**src/rtl/rv32_pkg.sv**
```systemverilog
`default_nettype none
// +----------------------------------------------------------------------+
// | rv32_pkg : RV32I opcodes, ALU op encoding and pipeline bus widths     |
// | Revision : 1.0                                                       |
// +----------------------------------------------------------------------+
package rv32_pkg;

  localparam int IF_ID_W  = 64;
  localparam int ID_EXE_W = 149;
  localparam int WB_RF_W  = 38;
  localparam int ES_LD_W  = 7;

  localparam logic [6:0] OPC_LUI    = 7'b0110111;
  localparam logic [6:0] OPC_AUIPC  = 7'b0010111;
  localparam logic [6:0] OPC_JAL    = 7'b1101111;
  localparam logic [6:0] OPC_JALR   = 7'b1100111;
  localparam logic [6:0] OPC_BRANCH = 7'b1100011;
  localparam logic [6:0] OPC_LOAD   = 7'b0000011;
  localparam logic [6:0] OPC_STORE  = 7'b0100011;
  localparam logic [6:0] OPC_OP_IMM = 7'b0010011;
  localparam logic [6:0] OPC_OP     = 7'b0110011;
  localparam logic [6:0] OPC_SYSTEM = 7'b1110011;

  localparam logic [2:0] F3_ADD_SUB = 3'd0;
  localparam logic [2:0] F3_SLL     = 3'd1;
  localparam logic [2:0] F3_SLT     = 3'd2;
  localparam logic [2:0] F3_SLTU    = 3'd3;
  localparam logic [2:0] F3_XOR     = 3'd4;
  localparam logic [2:0] F3_SR      = 3'd5;
  localparam logic [2:0] F3_OR      = 3'd6;
  localparam logic [2:0] F3_AND     = 3'd7;

  localparam logic [31:0] NOP_INST   = 32'h0000_0033;
  localparam logic [31:0] ECALL_INST = 32'h0000_0073;

  typedef enum logic [3:0] {
    ALU_ADD      = 4'd0,
    ALU_SUB      = 4'd1,
    ALU_SLL      = 4'd2,
    ALU_SLT      = 4'd3,
    ALU_SLTU     = 4'd4,
    ALU_XOR      = 4'd5,
    ALU_SRL      = 4'd6,
    ALU_SRA      = 4'd7,
    ALU_OR       = 4'd8,
    ALU_AND      = 4'd9,
    ALU_LUI_PASS = 4'd10
  } alu_op_e;

  typedef struct packed {
    logic [31:0] pc;
    logic [31:0] rs1_val;
    logic [31:0] rs2_val;
    logic [31:0] imm;
    logic [4:0]  rd;
    logic        rf_we;
    logic        mem_re;
    logic        mem_we;
    logic [2:0]  funct3;
    alu_op_e     alu_op;
    logic        src1_is_pc;
    logic        src2_is_imm;
    logic        is_br;
    logic        is_jal;
    logic        is_jalr;
    logic        is_ecall;
  } id_exe_bus_t;

  // alt selects SUB/SRA; callers qualify it (OP-IMM has no SUB form).
  function automatic alu_op_e alu_from_f3(input logic [2:0] f3, input logic alt);
    alu_op_e op;
    case (f3)
      F3_ADD_SUB: op = alt ? ALU_SUB : ALU_ADD;
      F3_SLL:     op = ALU_SLL;
      F3_SLT:     op = ALU_SLT;
      F3_SLTU:    op = ALU_SLTU;
      F3_XOR:     op = ALU_XOR;
      F3_SR:      op = alt ? ALU_SRA : ALU_SRL;
      F3_OR:      op = ALU_OR;
      default:    op = ALU_AND;
    endcase
    return op;
  endfunction

endpackage
`default_nettype wire

```
**src/rtl/regfile_32x32.sv**
```systemverilog
`default_nettype none
// +----------------------------------------------------------------------+
// | regfile_32x32 : 2R/1W integer register file, x0 hardwired to zero,   |
// |                 same-cycle write-through bypass on both read ports   |
// | Revision      : 1.0                                                  |
// +----------------------------------------------------------------------+
module regfile_32x32 (
  input  logic        clk,
  input  logic        rst_n,
  input  logic [4:0]  raddr1,
  input  logic [4:0]  raddr2,
  output logic [31:0] rdata1,
  output logic [31:0] rdata2,
  input  logic        we,
  input  logic [4:0]  waddr,
  input  logic [31:0] wdata
);

  logic [31:0] r_regs [32];
  logic        w_wr_en;

  assign w_wr_en = we && (waddr != 5'd0);

  always_ff @(posedge clk) begin
    if (!rst_n) begin
      for (int i = 0; i < 32; i++) begin
        r_regs[i] <= 32'd0;
      end
    end else if (w_wr_en) begin
      r_regs[waddr] <= wdata;
    end
  end

  assign rdata1 = (raddr1 == 5'd0)                ? 32'd0 :
                  (w_wr_en && (waddr == raddr1))  ? wdata : r_regs[raddr1];
  assign rdata2 = (raddr2 == 5'd0)                ? 32'd0 :
                  (w_wr_en && (waddr == raddr2))  ? wdata : r_regs[raddr2];

endmodule
`default_nettype wire

```
**src/rtl/id_stage.sv**
```systemverilog
`default_nettype none
// +----------------------------------------------------------------------+
// | id_stage : RV32I decode stage with register read and load-use stall  |
// | Revision : 1.0                                                       |
// +----------------------------------------------------------------------+
module id_stage #(
  parameter int          ID_EXE_W = 149,
  parameter logic [31:0] RESET_PC = 32'h0000_0000
) (
  input  logic                         clk,
  input  logic                         rst_n,
  input  logic                         fs_to_ds_valid,
  input  logic [rv32_pkg::IF_ID_W-1:0] if_id_bus_in,
  output logic                         ds_allowin,
  input  logic                         es_allowin,
  output logic                         ds_to_es_valid,
  output logic [ID_EXE_W-1:0]          id_exe_bus_out,
  input  logic                         flush,
  input  logic [rv32_pkg::WB_RF_W-1:0] wb_rf_bus,
  input  logic [rv32_pkg::ES_LD_W-1:0] es_load_bus,
  output logic                         stall_flag,
  output logic                         ecall_flag
);
  import rv32_pkg::*;

  logic        r_ds_valid;
  logic [31:0] r_ds_inst;
  logic [31:0] r_ds_pc;

  logic        w_ready_go;
  logic        w_load_use;
  logic        w_uses_rs1;
  logic        w_uses_rs2;
  logic [6:0]  w_opcode;
  logic [4:0]  w_rs1;
  logic [4:0]  w_rs2;
  logic [4:0]  w_rd;
  logic [2:0]  w_f3;
  logic [31:0] w_imm_i, w_imm_s, w_imm_b, w_imm_u, w_imm_j;
  logic [31:0] w_rs1_val, w_rs2_val;
  id_exe_bus_t w_bus;

  logic        w_es_valid, w_es_is_load;
  logic [4:0]  w_es_rd;

  assign {w_es_valid, w_es_is_load, w_es_rd} = es_load_bus;

  assign w_ready_go     = !w_load_use;
  assign ds_allowin     = !r_ds_valid || (w_ready_go && es_allowin);
  assign ds_to_es_valid = r_ds_valid && w_ready_go;

  always_ff @(posedge clk) begin
    if (!rst_n) begin
      r_ds_valid <= 1'b0;
      r_ds_inst  <= NOP_INST;
      r_ds_pc    <= RESET_PC;
    end else if (flush) begin
      r_ds_valid <= 1'b0;
    end else if (ds_allowin) begin
      r_ds_valid <= fs_to_ds_valid;
      if (fs_to_ds_valid) begin
        {r_ds_inst, r_ds_pc} <= if_id_bus_in;
      end
    end
  end

  assign w_opcode = r_ds_inst[6:0];
  assign w_rd     = r_ds_inst[11:7];
  assign w_f3     = r_ds_inst[14:12];
  assign w_rs1    = r_ds_inst[19:15];
  assign w_rs2    = r_ds_inst[24:20];

  assign w_imm_i = {{20{r_ds_inst[31]}}, r_ds_inst[31:20]};
  assign w_imm_s = {{20{r_ds_inst[31]}}, r_ds_inst[31:25], r_ds_inst[11:7]};
  assign w_imm_b = {{19{r_ds_inst[31]}}, r_ds_inst[31], r_ds_inst[7],
                    r_ds_inst[30:25], r_ds_inst[11:8], 1'b0};
  assign w_imm_u = {r_ds_inst[31:12], 12'd0};
  assign w_imm_j = {{11{r_ds_inst[31]}}, r_ds_inst[31], r_ds_inst[19:12],
                    r_ds_inst[20], r_ds_inst[30:21], 1'b0};

  regfile_32x32 u_regfile (
    .clk    (clk),
    .rst_n  (rst_n),
    .raddr1 (w_rs1),
    .raddr2 (w_rs2),
    .rdata1 (w_rs1_val),
    .rdata2 (w_rs2_val),
    .we     (wb_rf_bus[37]),
    .waddr  (wb_rf_bus[36:32]),
    .wdata  (wb_rf_bus[31:0])
  );

  // Unrecognised encodings fall through with every control bit clear (a NOP).
  always_comb begin
    w_bus         = '0;
    w_bus.pc      = r_ds_pc;
    w_bus.rs1_val = w_rs1_val;
    w_bus.rs2_val = w_rs2_val;
    w_bus.funct3  = w_f3;
    w_uses_rs1    = 1'b1;
    w_uses_rs2    = 1'b0;
    case (w_opcode)
      OPC_LUI: begin
        w_uses_rs1        = 1'b0;
        w_bus.imm         = w_imm_u;
        w_bus.rd          = w_rd;
        w_bus.rf_we       = 1'b1;
        w_bus.src2_is_imm = 1'b1;
        w_bus.alu_op      = ALU_LUI_PASS;
      end
      OPC_AUIPC: begin
        w_uses_rs1        = 1'b0;
        w_bus.imm         = w_imm_u;
        w_bus.rd          = w_rd;
        w_bus.rf_we       = 1'b1;
        w_bus.src1_is_pc  = 1'b1;
        w_bus.src2_is_imm = 1'b1;
      end
      OPC_JAL: begin
        w_uses_rs1        = 1'b0;
        w_bus.imm         = w_imm_j;
        w_bus.rd          = w_rd;
        w_bus.rf_we       = 1'b1;
        w_bus.src1_is_pc  = 1'b1;
        w_bus.is_jal      = 1'b1;
      end
      OPC_JALR: begin
        w_bus.imm         = w_imm_i;
        w_bus.rd          = w_rd;
        w_bus.rf_we       = 1'b1;
        w_bus.src2_is_imm = 1'b1;
        w_bus.is_jalr     = 1'b1;
      end
      OPC_BRANCH: begin
        w_uses_rs2        = 1'b1;
        w_bus.imm         = w_imm_b;
        w_bus.alu_op      = ALU_SUB;
        w_bus.is_br       = 1'b1;
      end
      OPC_LOAD: begin
        w_bus.imm         = w_imm_i;
        w_bus.rd          = w_rd;
        w_bus.rf_we       = 1'b1;
        w_bus.mem_re      = 1'b1;
        w_bus.src2_is_imm = 1'b1;
      end
      OPC_STORE: begin
        w_uses_rs2        = 1'b1;
        w_bus.imm         = w_imm_s;
        w_bus.mem_we      = 1'b1;
        w_bus.src2_is_imm = 1'b1;
      end
      OPC_OP_IMM: begin
        w_bus.imm         = w_imm_i;
        w_bus.rd          = w_rd;
        w_bus.rf_we       = 1'b1;
        w_bus.src2_is_imm = 1'b1;
        w_bus.alu_op      = alu_from_f3(w_f3, (w_f3 == F3_SR) && r_ds_inst[30]);
      end
      OPC_OP: begin
        w_uses_rs2        = 1'b1;
        w_bus.rd          = w_rd;
        w_bus.rf_we       = 1'b1;
        w_bus.alu_op      = alu_from_f3(w_f3, r_ds_inst[30]);
      end
      OPC_SYSTEM: begin
        w_bus.is_ecall    = (r_ds_inst == ECALL_INST);
      end
      default: ;
    endcase
  end

  assign w_load_use = r_ds_valid && w_es_valid && w_es_is_load && (w_es_rd != 5'd0) &&
                      ((w_uses_rs1 && (w_rs1 == w_es_rd)) ||
                       (w_uses_rs2 && (w_rs2 == w_es_rd)));

  assign id_exe_bus_out = w_bus;
  assign stall_flag     = w_load_use;
  assign ecall_flag     = r_ds_valid && w_bus.is_ecall && w_ready_go && es_allowin && !flush;

endmodule
`default_nettype wire

```
**config.mk**
```make
export PLATFORM = sky130hd
export DESIGN_NAME = id_stage
export DESIGN_NICKNAME = d
export VERILOG_FILES = /design/src/rtl/rv32_pkg.sv /design/src/rtl/regfile_32x32.sv /design/src/rtl/id_stage.sv
export SDC_FILE = /design/constraint.sdc
export NUM_CORES = 2
export LEC_CHECK = 0
export CORE_MARGIN = 4
export CORE_UTILIZATION = 35
export CTS_BUF_LIST = sky130_fd_sc_hd__clkbuf_8
export CTS_CLUSTER_DIAMETER = 150
export DETAILED_ROUTE_END_ITERATION = 8
export DONT_BUFFER_PORTS = 1
export PLACE_DENSITY = 0.54
export SETUP_SLACK_MARGIN = 0.2
export SLEW_MARGIN = 20
export SYNTH_ARGS = -nofsm -noshare
export SYNTH_HDL_FRONTEND = slang
export SYNTH_SLANG_ARGS = --single-unit
```
**constraint.sdc**
```tcl
create_clock -name clk -period 4.75 [get_ports clk]
set_clock_uncertainty 0.15 [all_clocks]
set_input_delay 1.425 -clock clk [delete_from_list [all_inputs] [get_ports clk]]
set_output_delay 1.425 -clock clk [all_outputs]
set_load 0.03 [all_outputs]
```
==> metrics.yaml <==
setup_path:
  cpLargestDelayFamily: "compound AO/OA/AOI/OAI gates"
  critPathMaxFanout: 19
  crit_path_top_delay_cell: "o211ai_1"
  path_depth: 11
  critPathArrivalTime_ns: 3.49
  path_buf_inv: 5
  cp_cell_sequence: "buf_12 -> buf_12 -> buf_16 -> mux2i_1 -> a22oi_2 -> a22oi_1 -> o211ai_1 -> a21oi_1 -> buf_4 -> o21ai_1 -> buf_4"
  cp_data_required_time_ns: 3.17
  reg2reg_depth: 8
  critPathLaunchType: "register"
  max_stage_delay_ns: 0.65
  worstSetupPathType: "reg2out"
  worstSetupEndpointType: "output pin"
timing:
  finalCriticalPeriod_ns: 5.06
  hold_violations: 0
  slew_headroom: 0.308
  setup_ws_ns: -0.310
  timing.setup.tns_ns: -11.69
  worst_slew_pin_slew_ns: 1.03
  setup_viol: 64
  rsz0062_at_grt: "true"
  fin_hold_ws_ns: 0.343
  fin_crit_sh: 1.07
  maxSlewViolCount: 0
  max_freq_mhz: 198
place:
  dp_hpwl_um: 146000
  dp_cells: 6681
  place.gp.congestion: 0.873
  io_buffers: 0
  place_area_um2: 65200
detailed_routing:
  maxUsedRoutingLayer: "met5"
  finalWirelength_um: 255000
  first_iter_violations: 5513
  num_vias: 44000
  met1_length_um: 94900
  vias_per_cell: 6.07
  wl_met3_um: 25200
  drc: 0
  ant_nets: 0
  dr_wl_met2_um: 120000
  wl_per_cell_um: 35.2
  drt_pass1_iterations: 5
final_layout:
  final_layout_size_suffix_gt1_frac: 0.308
  final_area_um2: 74200
  layout.nets: 4992
  fillerInstances: 15200
  finalNonFillerCells: 7257
  areaGrowthSynthToFinish_pct: 24.7
min_path:
  hold_path_class: "reg2reg"
  whs_path_depth: 2
clock_tree:
  cts_buffer_depth: 3
  tritoncts: "built"
  h-tree-depth: 4
  clock_sinks: 1099
  clock_latency_ns: 0.93
  cts_root_buffer: "clkbuf_8"
  cts_buffers: 192
  clk_pin_slew_ns: 0.06
  ctsHoldBuffers: 0
power_and_ir_drop:
  vdd_ir_drop_max_uv: 275
  p_total_mw: 24.0
  p_leak_nw: 25.0
  power_density_nw_per_um2: 323
global_route:
  antenna_found_initial: 17
  grt_pass1_vias: 43700
  grt_remaining_overflow: 0
  grt.total_usage: 0.281
  grt_pass1_wl_um: 347000
  grt_max_degree: 155
die:
  num_rows: 151
  ioPinCount: 267
  chipHeight_um: 420
  initial_utilization: 0.352
  core-area_um2: 169000
  die_area_um2: 177000
  fp.dieW_um: 420
flow_run:
  max_cap_viol_count: 0
synthesis:
  yosys_most_used_dff: "edfxtp_1"
  syn_inst: 4564
  yosysSeqAreaShare: 0.542
  synth_edf_count: 1024
  avgSynthCellArea_um2: 13.0
  synthArstFlopShare: 0
  synth_cell_types: 62
  syn-cell-area_um2: 59500
  yosys_warnings: 0
  ys_ff_latch: 1099
run_status:
  status: "finished with violations"
  violations: "setup timing"
Yosys cell counts (2+ instances only):
cell type	instances	share of area
o211ai_1	27	0.0034
xnor2_1	9	0.0013
clkbuf_1	348	0.022
o21ai_0	146	0.012
nor4_1	6	0.00063
a21oi_1	77	0.0065
or2_1	2	0.00021
o21ai_1	6	0.00050
nor3_1	37	0.0031
nand2_1	196	0.012
a221oi_1	140	0.021
nor2b_1	9	0.00095
a31oi_1	7	0.00074
a22o_1	15	0.0022
a22oi_1	90	0.011
buf_2	68	0.0057
dfxtp_1	75	0.025
edfxtp_1	1024	0.52
nand3_1	73	0.0061
a32o_1	12	0.0020
and2_1	1006	0.11
o221ai_1	2	0.00029
nor2_1	115	0.0073
or4_1	2	0.00025
nor4_2	2	0.00042
a221o_1	63	0.011
mux2i_1	549	0.092
and3_1	2	0.00021
nand2b_1	11	0.0012
o32ai_1	12	0.0018
buf_12	6	0.0020
nand4_1	2	0.00021
inv_2	4	0.00025
a21o_1	19	0.0024
or2_2	3	0.00032
o21a_1	5	0.00063
buf_1	22	0.0014
mux4_2	283	0.11
xor2_1	11	0.0016
buf_4	25	0.0032
inv_1	8	0.00050
o31ai_1	6	0.00076
a211oi_1	16	0.0020
a21oi_4	2	0.00055
o32a_1	4	0.00067
state kept, by name, summed over array words and instances (netlist names), named ones only:
| name | cells |
|---|---|
| r_ds_inst | 32 |
| r_ds_pc | 32 |
| r_ds_valid | 1 |
| u_regfile.r_regs | 1024 |
per-layer routing:
layer	global-route usage	vias to the layer above
li1	-	18000
met1	0.349	22700
met2	0.456	2627
met3	0.0649	653
met4	0.148	12
met5	0	-
final cells by class:
type | count | area, um2 | share of cell area
Clock inverter | 152 | 713 | 0.00961
Tap cell | 2218 | 2780 | 0.0374
Antenna cell | 5 | 12.5 | 0.000169
Timing Repair Buffer | 558 | 7490 | 0.101
Sequential cell | 1099 | 32300 | 0.435
Multi-Input combinational cell | 3014 | 28200 | 0.379
Inverter | 13 | 55.1 | 0.000742
Clock buffer | 198 | 2730 | 0.0367
kinds of logic (layout without fill, tap and decap cells):
logic type	after synthesis	in the layout	synth area share
muxes	832	832	0.199
AOI/OAI and AO/OA	658	658	0.0810
other	1	37	0.0000630
xor gates and xnor gates	20	20	0.00294
DFF	1099	1099	0.542
buffers and inverters	483	921	0.0352
and+or+nand+nor	1471	1472	0.140
worst register-to-register path, stage by stage (launching register included):
cell and delay [ns]:
dfxtp_1 0.38, or3b_4 0.46, a21oi_4 0.32, or4_4 0.21, a21oi_4 0.06, buf_4 0.20, a2111oi_4 0.38, buf_12 0.37
mux2i_1 0.60
timing repair:
item | 4_1_cts | 5_1_grt
resized for setup | 427 | 194
cloned | 32 | 9
pin swaps | 133 | 136
setup buffers | 113 | 67
endpoints found under the setup margin | 96 | 81
path summary, 6_finish.rpt:
check | from | to | slack [ns]
max | register | id_exe_bus_out[86] | -0.31
min | r_ds_inst[26] | r_ds_inst[26] | 0.34
max reg2reg | r_ds_inst[3] | register | 1.47
min reg2reg | r_ds_inst[26] | r_ds_inst[26] | 0.34
cells in the final DEF (no fill, tap or decap), types with 10 or more instances in the layout:
| master | netlist | layout |
|---|---|---|
| o21ai_4 | 0 | 55 |
| nand3_2 | 0 | 27 |
| dfxtp_1 | 75 | 59 |
| o21ai_1 | 6 | 31 |
| buf_6 | 1 | 53 |
| a21oi_4 | 2 | 13 |
| nand2_1 | 196 | 185 |
| conb_1 | 1 | 32 |
| a22oi_1 | 90 | 37 |
| a21o_1 | 19 | 11 |
| a211oi_2 | 0 | 10 |
| buf_8 | 0 | 14 |
| o211ai_1 | 27 | 27 |
| a22oi_2 | 0 | 53 |
| a221o_1 | 63 | 63 |
| buf_4 | 25 | 289 |
| clkbuf_8 | 0 | 198 |
| a21oi_2 | 0 | 28 |
| and2_1 | 1006 | 998 |
| a21oi_1 | 77 | 38 |
| inv_1 | 8 | 69 |
| a221oi_2 | 0 | 66 |
| clkinv_2 | 0 | 29 |
| xor2_1 | 11 | 11 |
| a221oi_1 | 140 | 69 |
| mux2i_1 | 549 | 531 |
| a32o_2 | 0 | 12 |
| buf_12 | 6 | 138 |
| nand3_1 | 73 | 40 |
| mux2i_2 | 0 | 14 |
| edfxtp_1 | 1024 | 1024 |
| nor2_1 | 115 | 67 |
| mux4_2 | 283 | 283 |
| o21ai_0 | 146 | 45 |
| o21ai_2 | 0 | 21 |
| buf_16 | 0 | 53 |
| nor2_4 | 0 | 41 |
| nor3_1 | 37 | 30 |
| clkinv_1 | 1 | 51 |
power by group:
part	switching (mW)	total, mW	internal, mW
Clock	4.20	8.17	3.97
Sequential	0.343	11.4	11.1
Combinational	2.55	4.38	1.82
through the flow:
stage,util,setup WS (ns)
2_1_floorplan,-,-0.323
5_1_grt,0.438,-0.370
3_3_place_gp,0.385,0.0505
6_report,0.438,-0.310
3_5_place_dp,0.385,0.0227
4_1_cts,0.429,-0.369
(Power assumes the default switching activity.)
